==> config.mk <==
export PLATFORM = sky130hd
export DESIGN_NAME = div_arbiter
export DESIGN_NICKNAME = d
export VERILOG_FILES = /design/src/rtl/div_arbiter.sv
export SDC_FILE = /design/constraint.sdc
export NUM_CORES = 1
export LEC_CHECK = 0
export ABC_AREA = 1
export CORE_ASPECT_RATIO = 1.5
export CORE_MARGIN = 1
export CORE_UTILIZATION = 41
export DETAILED_ROUTE_END_ITERATION = 8
export PLACE_DENSITY = 0.89
export SLEW_MARGIN = 20
export SYNTH_ARGS = -nofsm -noshare
export SYNTH_HDL_FRONTEND = slang
export SYNTH_SLANG_ARGS = --single-unit
export TNS_END_PERCENT = 50
==> constraint.sdc <==
create_clock -name clk -period 1.96 [get_ports clk]
set_clock_uncertainty 0.1 [all_clocks]
set_input_delay 0.392 -clock clk [delete_from_list [all_inputs] [get_ports clk]]
set_output_delay 0.392 -clock clk [all_outputs]
set_load 0.02 [all_outputs]
==> src/rtl/div_arbiter.sv <==
// Round-robin front end sharing one divider between two requesters.
// Optional zero-divisor bypass enabled by defining DIV_ZERO_BYPASS_EN.
module div_arbiter #(
  parameter int DVD_W          = 32,
  parameter int DVS_W          = 16,
  parameter int RES_W          = 17,
  parameter int TIMEOUT_CYCLES = 64,
  parameter int CNT_W          = 7
) (
  input  logic             clk,
  input  logic             reset,
  input  logic             req0_valid,
  output logic             req0_ready,
  input  logic [DVD_W-1:0] req0_dividend,
  input  logic [DVS_W-1:0] req0_divisor,
  input  logic             req0_mode,
  input  logic             req1_valid,
  output logic             req1_ready,
  input  logic [DVD_W-1:0] req1_dividend,
  input  logic [DVS_W-1:0] req1_divisor,
  input  logic             req1_mode,
  output logic             resp0_valid,
  input  logic             resp0_ready,
  output logic             resp1_valid,
  input  logic             resp1_ready,
  output logic [RES_W-1:0] resp_data,
  output logic             resp_err,
  output logic [DVD_W-1:0] div_dividend,
  output logic [DVS_W-1:0] div_divisor,
  output logic             div_mode,
  output logic             div_valid_input,
  input  logic             div_valid_output,
  input  logic [RES_W-1:0] div_final_output,
  output logic             busy
);

  typedef enum logic [1:0] {
    IDLE,
    ISSUE,
    WAIT,
    RESP
  } state_t;

  state_t           state_q, state_d;
  logic             owner_q, owner_d;
  logic             last_q, last_d;
  logic [DVD_W-1:0] dvd_q, dvd_d;
  logic [DVS_W-1:0] dvs_q, dvs_d;
  logic             mode_q, mode_d;
  logic [RES_W-1:0] res_q, res_d;
  logic             err_q, err_d;
  logic [CNT_W-1:0] cnt_q, cnt_d;

  logic             grant0, grant1;
  logic             accept;
  logic [DVD_W-1:0] sel_dvd;
  logic [DVS_W-1:0] sel_dvs;
  logic             sel_mode;
  logic             own_ready;

`ifdef DIV_ZERO_BYPASS_EN
  localparam logic [RES_W-1:0] QPOS = RES_W'({DVS_W{1'b1}});
  localparam logic [RES_W-1:0] QNEG = -QPOS;
`endif

  // Contention goes to whoever did not win last.
  assign grant0 = req0_valid & (~req1_valid | last_q);
  assign grant1 = req1_valid & (~req0_valid | ~last_q);

  assign req0_ready = (state_q == IDLE) & grant0;
  assign req1_ready = (state_q == IDLE) & grant1;
  assign accept     = req0_ready | req1_ready;

  assign sel_dvd   = grant0 ? req0_dividend : req1_dividend;
  assign sel_dvs   = grant0 ? req0_divisor  : req1_divisor;
  assign sel_mode  = grant0 ? req0_mode     : req1_mode;
  assign own_ready = owner_q ? resp1_ready  : resp0_ready;

  always_comb begin
    state_d = state_q;
    owner_d = owner_q;
    last_d  = last_q;
    dvd_d   = dvd_q;
    dvs_d   = dvs_q;
    mode_d  = mode_q;
    res_d   = res_q;
    err_d   = err_q;
    cnt_d   = cnt_q;
    unique case (state_q)
      IDLE: begin
        if (accept) begin
          dvd_d   = sel_dvd;
          dvs_d   = sel_dvs;
          mode_d  = sel_mode;
          owner_d = grant1;
          state_d = ISSUE;
`ifdef DIV_ZERO_BYPASS_EN
          if (sel_dvs == '0) begin
            err_d   = 1'b1;
            state_d = RESP;
            if (sel_mode)
              res_d = sel_dvd[DVD_W-1] ? QNEG : QPOS;
            else
              res_d = sel_dvd[RES_W-1:0];
          end
`endif
        end
      end
      ISSUE: begin
        cnt_d   = '0;
        state_d = WAIT;
      end
      WAIT: begin
        cnt_d = cnt_q + CNT_W'(1);
        if (div_valid_output) begin
          res_d   = div_final_output;
          err_d   = 1'b0;
          state_d = RESP;
        end else if (cnt_q == CNT_W'(TIMEOUT_CYCLES - 1)) begin
          res_d   = '0;
          err_d   = 1'b1;
          state_d = RESP;
        end
      end
      RESP: begin
        if (own_ready) begin
          last_d  = owner_q;
          state_d = IDLE;
        end
      end
      default: state_d = IDLE;
    endcase
  end

  always_ff @(posedge clk or negedge reset) begin
    if (!reset) begin
      state_q <= IDLE;
      owner_q <= 1'b0;
      last_q  <= 1'b1;
      dvd_q   <= '0;
      dvs_q   <= '0;
      mode_q  <= 1'b0;
      res_q   <= '0;
      err_q   <= 1'b0;
      cnt_q   <= '0;
    end else begin
      state_q <= state_d;
      owner_q <= owner_d;
      last_q  <= last_d;
      dvd_q   <= dvd_d;
      dvs_q   <= dvs_d;
      mode_q  <= mode_d;
      res_q   <= res_d;
      err_q   <= err_d;
      cnt_q   <= cnt_d;
    end
  end

  assign div_dividend    = dvd_q;
  assign div_divisor     = dvs_q;
  assign div_mode        = mode_q;
  assign div_valid_input = (state_q == ISSUE);
  assign busy            = (state_q != IDLE);
  assign resp0_valid     = (state_q == RESP) & ~owner_q;
  assign resp1_valid     = (state_q == RESP) & owner_q;
  assign resp_data       = (state_q == RESP) ? res_q : '0;
  assign resp_err        = (state_q == RESP) & err_q;

endmodule
==> key figures, run 1 <==
Layout
  – N_diodes: 0
  – Fin cells: 885
  – # nets final: 892
  – Fraction of layout cells with a size suffix above 1: 8.701%
  – Area grow syn2layout: 62.43%
  – Fillers: about 760
  – Area taken by multi-input logic gates: approximately 1700 um2
  – FF/Latch Area: 1953 um2

Setup path
  – Crit-path max FO: 5
  – Crit. path cell count: 5
  – WP buf/inv: 3
  – Critical path's top delay family: buffers and inverters
  – Setup CP Type: flop to output pin
  – Crit-path max cell delay: roughly 0.40 ns
  – Startpoint Class: flop
  – Worst-case reg-to-reg path depth: 7
  – Critical path arrival: 1.50 ns
  – Worst path cell trace: inv_1 > ha_4 > o211ai_4 > inv_2 > clkdlybuf4s15_2
  – Req. time, crit path: 1.47 ns
  – Critical path capture point type: output pin
  – Critical-path top delay cell: dfrtp_1

Timing
  – Final Max Tran Viols: 0
  – Setup TNS: -0.06661 ns
  – RSZ-0062 raised after global routing: yes
  – Final period util: 101.5%
  – Worst-margin pin slew: around 0.34 ns
  – Fmax: around 500 MHz
  – Worst setup margin: -0.03016 ns
  – Final Hold Viols: 0
  – Slew HR: just under 80%
  – Hold slack: 0.3716 ns
  – Final setup fails: 5
  – Fin crit period: approximately 2 ns

Global routing
  – Grt ovf: 0
  – Initial antenna violation count: 0
  – GRT Overall Usage: 23.02%
  – Pin count of the biggest net entering global routing: 91
  – Vias in the first global route: 4243
  – First-pass GRT wire length: around 19 mm

Run status
  – Failing checks: negative setup slack
  – Status: finished with violations

Synth
  – Cell area after synthesis: 4070 um2
  – Largest cells by area after synthesis: dfrtp_1 47%, nand2_1 22%, inv_1 7.7%
  – Number of synthesized register bits: 78
  – Share of the synthesized area in the top cell type: between 40% and 50%
  – Cell count after synthesis: roughly 570
  – Post-synth EDFFs: 0
  – Asr flop ratio synth: 100.0%
  – Sequential cell area fraction in the yosys report: between 40% and 50%
  – Yosys cell types: 23
  – Mapped Nets: 700
  – Synthesized area per cell: ~7 um2
  – Most frequent cell after synthesis: nand2_1
  – Synth area leader: dfrtp_1
  – YS warnings: 0
  – Top FF cell, synth: dfrtp_1
  – Commonest cells in the synthesized netlist: 239 x nand2_1, 83 x inv_1, 77 x dfrtp_1, 56 x nand3_1, 42 x o21ai_0

Min path
  – Hold WC Path Type: input port to async pin

Route
  – Avg WL per Cell: 13.35 um
  – Via Count: 4294
  – DR pass1 iterations: 4
  – DRC: 0
  – Total wire length: between 10 and 15 mm
  – Detailed Route Iter0 Violations: roughly 150
  – DRT antenna net count: 0
  – DR vias/cell: just under 5

Placed design
  – Post-placement setup slack: -0.4051 ns
  – Hpwl dp: 8.890 mm
  – DP Cell Count: ~870
  – Final RePlAce weighted congestion: just over 0.8
  – Number of port buffers: about 190

Clock tree
  – Clk sink count: 78
  – Num CTS Buffers: 9
  – Max clock buf depth: 2
  – Clock root buffer: clkbuf_16
  – Worst-skew pair later-pin latency: between 0.3 and 0.4 ns
  – CTS tree: yes
  – Worst-path clk slew: roughly 0.060 ns
  – Max H-tree Level: 3

Power
  – PwrDens: ~1400 nW/um2
  – Sequential share of power: between 30% and 40%
  – Leakage: between 3 and 4 nW
  – Switching Share: a little under 40%
  – P_int: 5.628 mW
  – Comb pwr share: between 50% and 60%
  – Sw power: 3.601 mW
  – Clk pwr share: between 10% and 20%
  – VDD IR max: around 0.91 mV

Flow run
  – Total of max-cap violations: 0

Floorplanning
  – Site row count: between 40 and 50
  – I/O pin total: ~200
  – Core Region: 9689 um2
  – Die area: approximately 10000 um2
  – Initial Utilization: between 40% and 50%
  – Die height: 124.0 um
  – Die Wd: ~83 um
per-stage QoR:
stage                     total power [mW]  cell area (um2)  utilization, %
after floorplan                      5.197             4070               -
after global placement               7.185             6205           64.04
after detailed placement             7.377             6205           64.04
after CTS                            9.275             6605           68.17
after global routing                 9.814             6611           68.23
final                                9.229             6611           68.23
routing by layer:
| metal | up-vias | wire, um | global-route usage (%) |
|---|---|---|---|
| met1 | 1974 | 4258 | 23.62 |
| met2 | 163 | 6585 | 45.24 |
| met5 | - | 0 | 0 |
| li1 | 2123 | - | - |
| met4 | 0 | 417 | 11.96 |
| met3 | 34 | 553 | 3.181 |
cell type report:
class / count / area share (%)
clock buffers: 13 / 4.088
clock inverters: 3 / 0.9841
inverters: 86 / 4.939
multi-input cells: 378 / 25.38
flip-flops and latches: 78 / 29.54
well taps: 115 / 2.176
repair buffers: 212 / 32.89
layout by cell type (no fill, tap or decap), types with 5 or more instances in the layout:
cell / netlist / final
buf_12: 0 / 5
nor2_1: 7 / 7
nand2_1: 239 / 238
clkbuf_16: 0 / 9
buf_4: 5 / 11
clkdlybuf4s15_2: 0 / 21
dfrtp_1: 77 / 77
a21oi_1: 7 / 7
o21ai_0: 42 / 42
nand3_1: 56 / 56
inv_1: 83 / 83
clkdlybuf4s50_1: 0 / 169
o21ai_1: 12 / 12
power groups by stage:
stage               clock network, mW  registers, mW  logic [mW]
floorplan                           0           3.28        1.92
global placement                    0           2.75        4.43
detailed placement                  0           2.79        4.59
finish                           1.83           2.78        4.62
CTS                              1.86           2.77        4.65
global route                     1.92           2.85        5.05
logic make-up (layout without fill, tap and decap cells):
family                     Yosys count  in the layout  share of synthesized area, %
AOI/OAI and AO/OA                   63             63                         8.208
adders and majority gates            5              5                         1.537
buffers and inverters              117            314                         11.44
DFF                                 78             78                         47.99
and+or+nand+nor                    310            310                         30.83
worst paths after layout:
| kind | end | slack [ns] | start |
|---|---|---|---|
| max | req0_ready | -0.03 | state_q[0] |
| min | state_q[0] | 0.37 | reset |
| max reg2reg | div_dividend[2] | 0.10 | last_q |
| min reg2reg | res_q[8] | 0.37 | res_q[8] |
| max in group asynchronous | res_q[14] | 0.77 | reset |
| min in group clk | res_q[8] | 0.37 | res_q[8] |
sequential cells by signal, indices dropped and copies added, names as in the netlist:
register	count
cnt_q	7
div_dividend	32
div_divisor	16
div_mode	1
err_q	1
last_q	1
owner_q	1
res_q	17
state_q	2
repair_timing:
action	CTS	global route
endpoints found under the setup margin	73	67
hold buffers	1	0
buffers inserted	1	0
resized for setup	73	7
hold endpoints to repair	15	0
(Power assumes the default switching activity.)
==> run 2, diff against run 1 <==
--- a/config.mk
+++ b/config.mk
@@ -5,12 +5,12 @@
 export SDC_FILE = /design/constraint.sdc
 export NUM_CORES = 1
 export LEC_CHECK = 0
-export ABC_AREA = 1
+export ABC_CLOCK_PERIOD_IN_PS = 1960
 export CORE_ASPECT_RATIO = 1.5
 export CORE_MARGIN = 1
-export CORE_UTILIZATION = 41
+export CORE_UTILIZATION = 40
 export DETAILED_ROUTE_END_ITERATION = 8
-export PLACE_DENSITY = 0.89
+export PLACE_DENSITY = 0.9
 export SLEW_MARGIN = 20
 export SYNTH_ARGS = -nofsm -noshare
 export SYNTH_HDL_FRONTEND = slang
==> key figures, run 2 <==
Synth
  – Post-Synth Adder-Cell Area: 1.702% (was 1.537%)
  – YS warnings: 0 (unchanged)
  – Number of synthesized register bits: 78 (unchanged)
  – Mapped Nets: 470 (was 700)
  – Top FF cell, synth: dfrtp_1 (unchanged)
  – Synth Area in XOR/XNOR: 0.2383% (was 0%)
  – Largest family of logic cells by synthesized area: multiplexers (was simple AND/OR/NAND/NOR gates)
  – Post-synth EDFFs: 0 (unchanged)
  – Most frequent cell after synthesis: dfrtp_1 (was nand2_1)
  – Cell count after synthesis: 343 (was 573)
  – Synth area leader: dfrtp_1 (unchanged)
  – Synthesized area per cell: 10.71 um2 (was 7.103 um2)
  – Asr flop ratio synth: 100.0% (unchanged)
  – Commonest cells in the synthesized netlist: 77 x dfrtp_1, 56 x nand2_1, 52 x mux2i_1, 49 x o21ai_1, 20 x and2_1 (was 239 x nand2_1, 83 x inv_1, 77 x dfrtp_1, 56 x nand3_1, 42 x o21ai_0)
  – Cell area after synthesis: 3675 um2 (was 4070 um2)
  – Post-synthesis mux area share: 14.57% (was 0%)
  – Simple-gate portion of the synthesized area: 11.85% (was 30.83%)
  – Sequential cell area fraction in the yosys report: 53.15% (was 47.99%)
  – Largest cells by area after synthesis: dfrtp_1 52%, mux2i_1 14%, o21ai_1 6.7% (was dfrtp_1 47%, nand2_1 22%, inv_1 7.7%)
  – Yosys cell types: 32 (was 23)
  – Share of the synthesized area in the top cell type: 52.43% (was 47.34%)
  – Post-synthesis compound-gate area fraction: 14.44% (was 8.208%)

Setup path
  – Setup CP Type: input port to output pin (was flop to output pin)
  – Startpoint Class: input port (was flop)
  – Req. time, crit path: 1.47 ns (about the same)
  – Crit-path max FO: 2 (was 5)
  – WP buf/inv: 4 (was 3)
  – Worst path cell trace: clkdlybuf4s50_1 > inv_1 > buf_4 > o21ai_4 > nor2_2 > buf_4 (was inv_1 > ha_4 > o211ai_4 > inv_2 > clkdlybuf4s15_2)
  – Critical path's top delay family: buffers and inverters (unchanged)
  – CP dominant cell by count: buf_4
  – Critical path origin: req1_valid (was state_q[0])
  – Critical path capture point type: output pin (unchanged)
  – Critical-path top delay cell: clkdlybuf4s50_1 (was dfrtp_1)
  – Worst r2r src: state_q[0] (was last_q)
  – Crit-path max cell delay: 0.50 ns (was 0.40 ns)
  – Critical path arrival: 1.46 ns (was 1.50 ns)

Layout
  – Fillers: 668 (was 756)
  – Area grow syn2layout: 65.68% (was 62.43%)
  – Fraction of layout cells with a size suffix above 1: 13.02% (was 8.701%)
  – Fin cells: 663 (was 885)
  – Commonest non-fill, non-tap cells in the layout: 169 x clkdlybuf4s50_1, 77 x dfrtp_1, 56 x nand2_1 (was 238 x nand2_1, 169 x clkdlybuf4s50_1, 83 x inv_1)
  – Commonest non-fill, non-tap cell in the layout: clkdlybuf4s50_1 (was nand2_1)
  – Max reg flops: 32 (unchanged)
  – N_diodes: 0 (unchanged)
  – Final Instance Area: 6088 um2 (was 6611 um2)
  – Final Core Density: 68.55% (was 68.23%)
  – # nets final: 675 (was 892)

Flow run
  – Total of max-cap violations: 0 (unchanged)

Clock tree
  – Clock root buffer: clkbuf_16 (unchanged)
  – Max H-tree Level: 3 (unchanged)
  – Worst-path clk slew: 0.06 ns (about the same)
  – Max clock buf depth: 2 (unchanged)
  – CTS tree: yes (unchanged)
  – Clk sink count: 78 (unchanged)
  – Worst-skew pair later-pin latency: 0.33 ns (about the same)
  – Num CTS Buffers: 9 (unchanged)

Timing
  – Final period util: 99.50% (was 101.5%)
  – Setup TNS: 0 ns (was -0.06661 ns)
  – Final Hold Viols: 0 (unchanged)
  – Slew HR: 68.80% (was 77.20%)
  – Worst-margin pin slew: 0.4662 ns (was 0.3409 ns)
  – RSZ-0062 raised after global routing: yes (unchanged)
  – Fin crit period: 1.950 ns (was 1.990 ns)
  – Fmax: 512.8 MHz (was 502.5 MHz)
  – Final Max Tran Viols: 0 (unchanged)
  – Final setup fails: 0 (was 5)

Min path
  – Hold WC Path Type: flop to flop (was input port to async pin)
  – Hold Startpoint: div_dividend[3]

Placed design
  – Cell area after placement: 5858 um2 (was 6205 um2)
  – Hpwl dp: 7.721 mm (was 8.890 mm)
  – Number of port buffers: 194 (unchanged)
  – Final RePlAce weighted congestion: 0.7211 (was 0.8262)
  – DP Cell Count: 644 (was 867)

Global routing
  – First-pass GRT wire length: 16.32 mm (was 18.89 mm)
  – Vias in the first global route: 3488 (was 4243)
  – Pin count of the biggest net entering global routing: 65 (was 91)
  – Initial antenna violation count: 0 (unchanged)
  – Grt ovf: 0 (unchanged)
  – GRT Overall Usage: 22.49% (was 23.02%)

Power
  – Final total power: 8.634 mW (was 9.229 mW)
  – Comb pwr share: 51.0% (was 50.1%)
  – P_int: 5.357 mW (was 5.628 mW)
  – Leakage: 2.880 nW (was 3.451 nW)
  – Sequential share of power: 31.7% (was 30.1%)
  – VDD IR max: 0.7268 mV (was 0.9100 mV)
  – Sw power: 3.277 mW (was 3.601 mW)
  – Switching Share: 37.96% (was 39.02%)
  – PwrDens: 1418 nW/um2 (was 1396 nW/um2)
  – Clk pwr share: 17.2% (was 19.8%)

Floorplanning
  – Site row count: 42 (was 44)
  – I/O pin total: 195 (unchanged)
  – Core Region: 8881 um2 (was 9689 um2)
  – Die area: 9582 um2 (was 10340 um2)
  – Die height: 119.4 um (was 124.0 um)
  – Die Wd: 80.26 um (was 83.35 um)
  – Initial Utilization: 41.38% (was 42.01%)

Route
  – DRC: 0 (unchanged)
  – DR vias/cell: 4.977 (was 4.852)
  – DRT antenna net count: 0 (unchanged)
  – Total wire length: 10.19 mm (was 11.82 mm)
  – Avg WL per Cell: 15.36 um (was 13.35 um)
  – Via Count: 3300 (was 4294)
  – DR pass1 iterations: 4 (unchanged)
  – Detailed Route Iter0 Violations: 148 (was 145)

Run status
  – Status: completed (was finished with violations)
==> run 2: power groups by stage <==
stage	registers [mW]	logic [mW]	clock network [mW]
finish	2.74	4.41	1.49
global route	2.84	4.77	1.60
CTS	2.74	4.43	1.53
detailed placement	2.74	4.50	0
global placement	2.70	4.37	0
floorplan	3.28	1.77	0
==> run 2: layer usage <==
| layer | GRT usage (%) | share of wire, % | vias up |
|---|---|---|---|
| met2 | 40.44 | 53 | 143 |
| met3 | 5.441 | 8.0 | 15 |
| met4 | 9.152 | 1.5 | 0 |
| met5 | 0 | 0 | - |
| li1 | - | - | 1599 |
| met1 | 24.72 | 37 | 1543 |
==> run 2: kinds of logic (layout without fill, tap and decap cells) <==
family,after synthesis,count (layout)
compound gates,84,84
xor+xnor,1,1
fa+ha+maj,5,5
buf+inv,30,240
flops,78,78
mux,53,53
simple gates,92,92
==> run 2: path summary, 6_finish.rpt <==
kind	to	slack [ns]	cells past startpoint
worst max-delay path	req0_ready	0.01	6
worst min-delay path	div_dividend[3]	0.38	2
worst max register to register	res_q[8]	0.09	8
worst min register to register	div_dividend[3]	0.38	2
max in group asynchronous	last_q	0.77	3
min in group asynchronous	div_dividend[4]	0.39	2
==> run 2: layout make-up <==
| cell class | instances | area, um2 | area share (%) |
|---|---|---|---|
| clock buffers | 12 | 246.5 | 4.048 |
| clock inverters | 4 | 22.52 | 0.3699 |
| inverters | 8 | 30.03 | 0.4932 |
| multi-input cells | 235 | 1593 | 26.16 |
| flip-flops and latches | 78 | 1953 | 32.08 |
| well taps | 110 | 137.6 | 2.261 |
| repair buffers | 216 | 2106 | 34.59 |
==> run 2: worst reg2reg max path, cell delays in order, from the launching register on <==
cell     delay [ns]
dfrtp_1        0.40
inv_2          0.06
buf_4          0.13
buf_4          0.12
ha_1           0.20
buf_4          0.17
and2_1         0.17
buf_12         0.16
a22o_1         0.24
==> run 2: stage by stage <==
step	setup slack, ns	hold slack [ns]
after floorplan	0.03872	-0.003591
after global placement	-0.3502	0.1584
after detailed placement	-0.4254	0.1615
after CTS	-0.05978	0.3811
after global routing	-0.03215	0.3950
final	0.009768	0.3834
==> run 2: what timing repair did <==
| item | CTS | global route |
|---|---|---|
| endpoints found under the hold margin | 14 | 0 |
| gates cloned | 1 | 0 |
| pin swaps | 0 | 2 |
| hold buffers | 1 | 0 |
| endpoints found under the setup margin | 65 | 4 |
| buffers inserted | 0 | 1 |
| gates resized for setup | 101 | 4 |
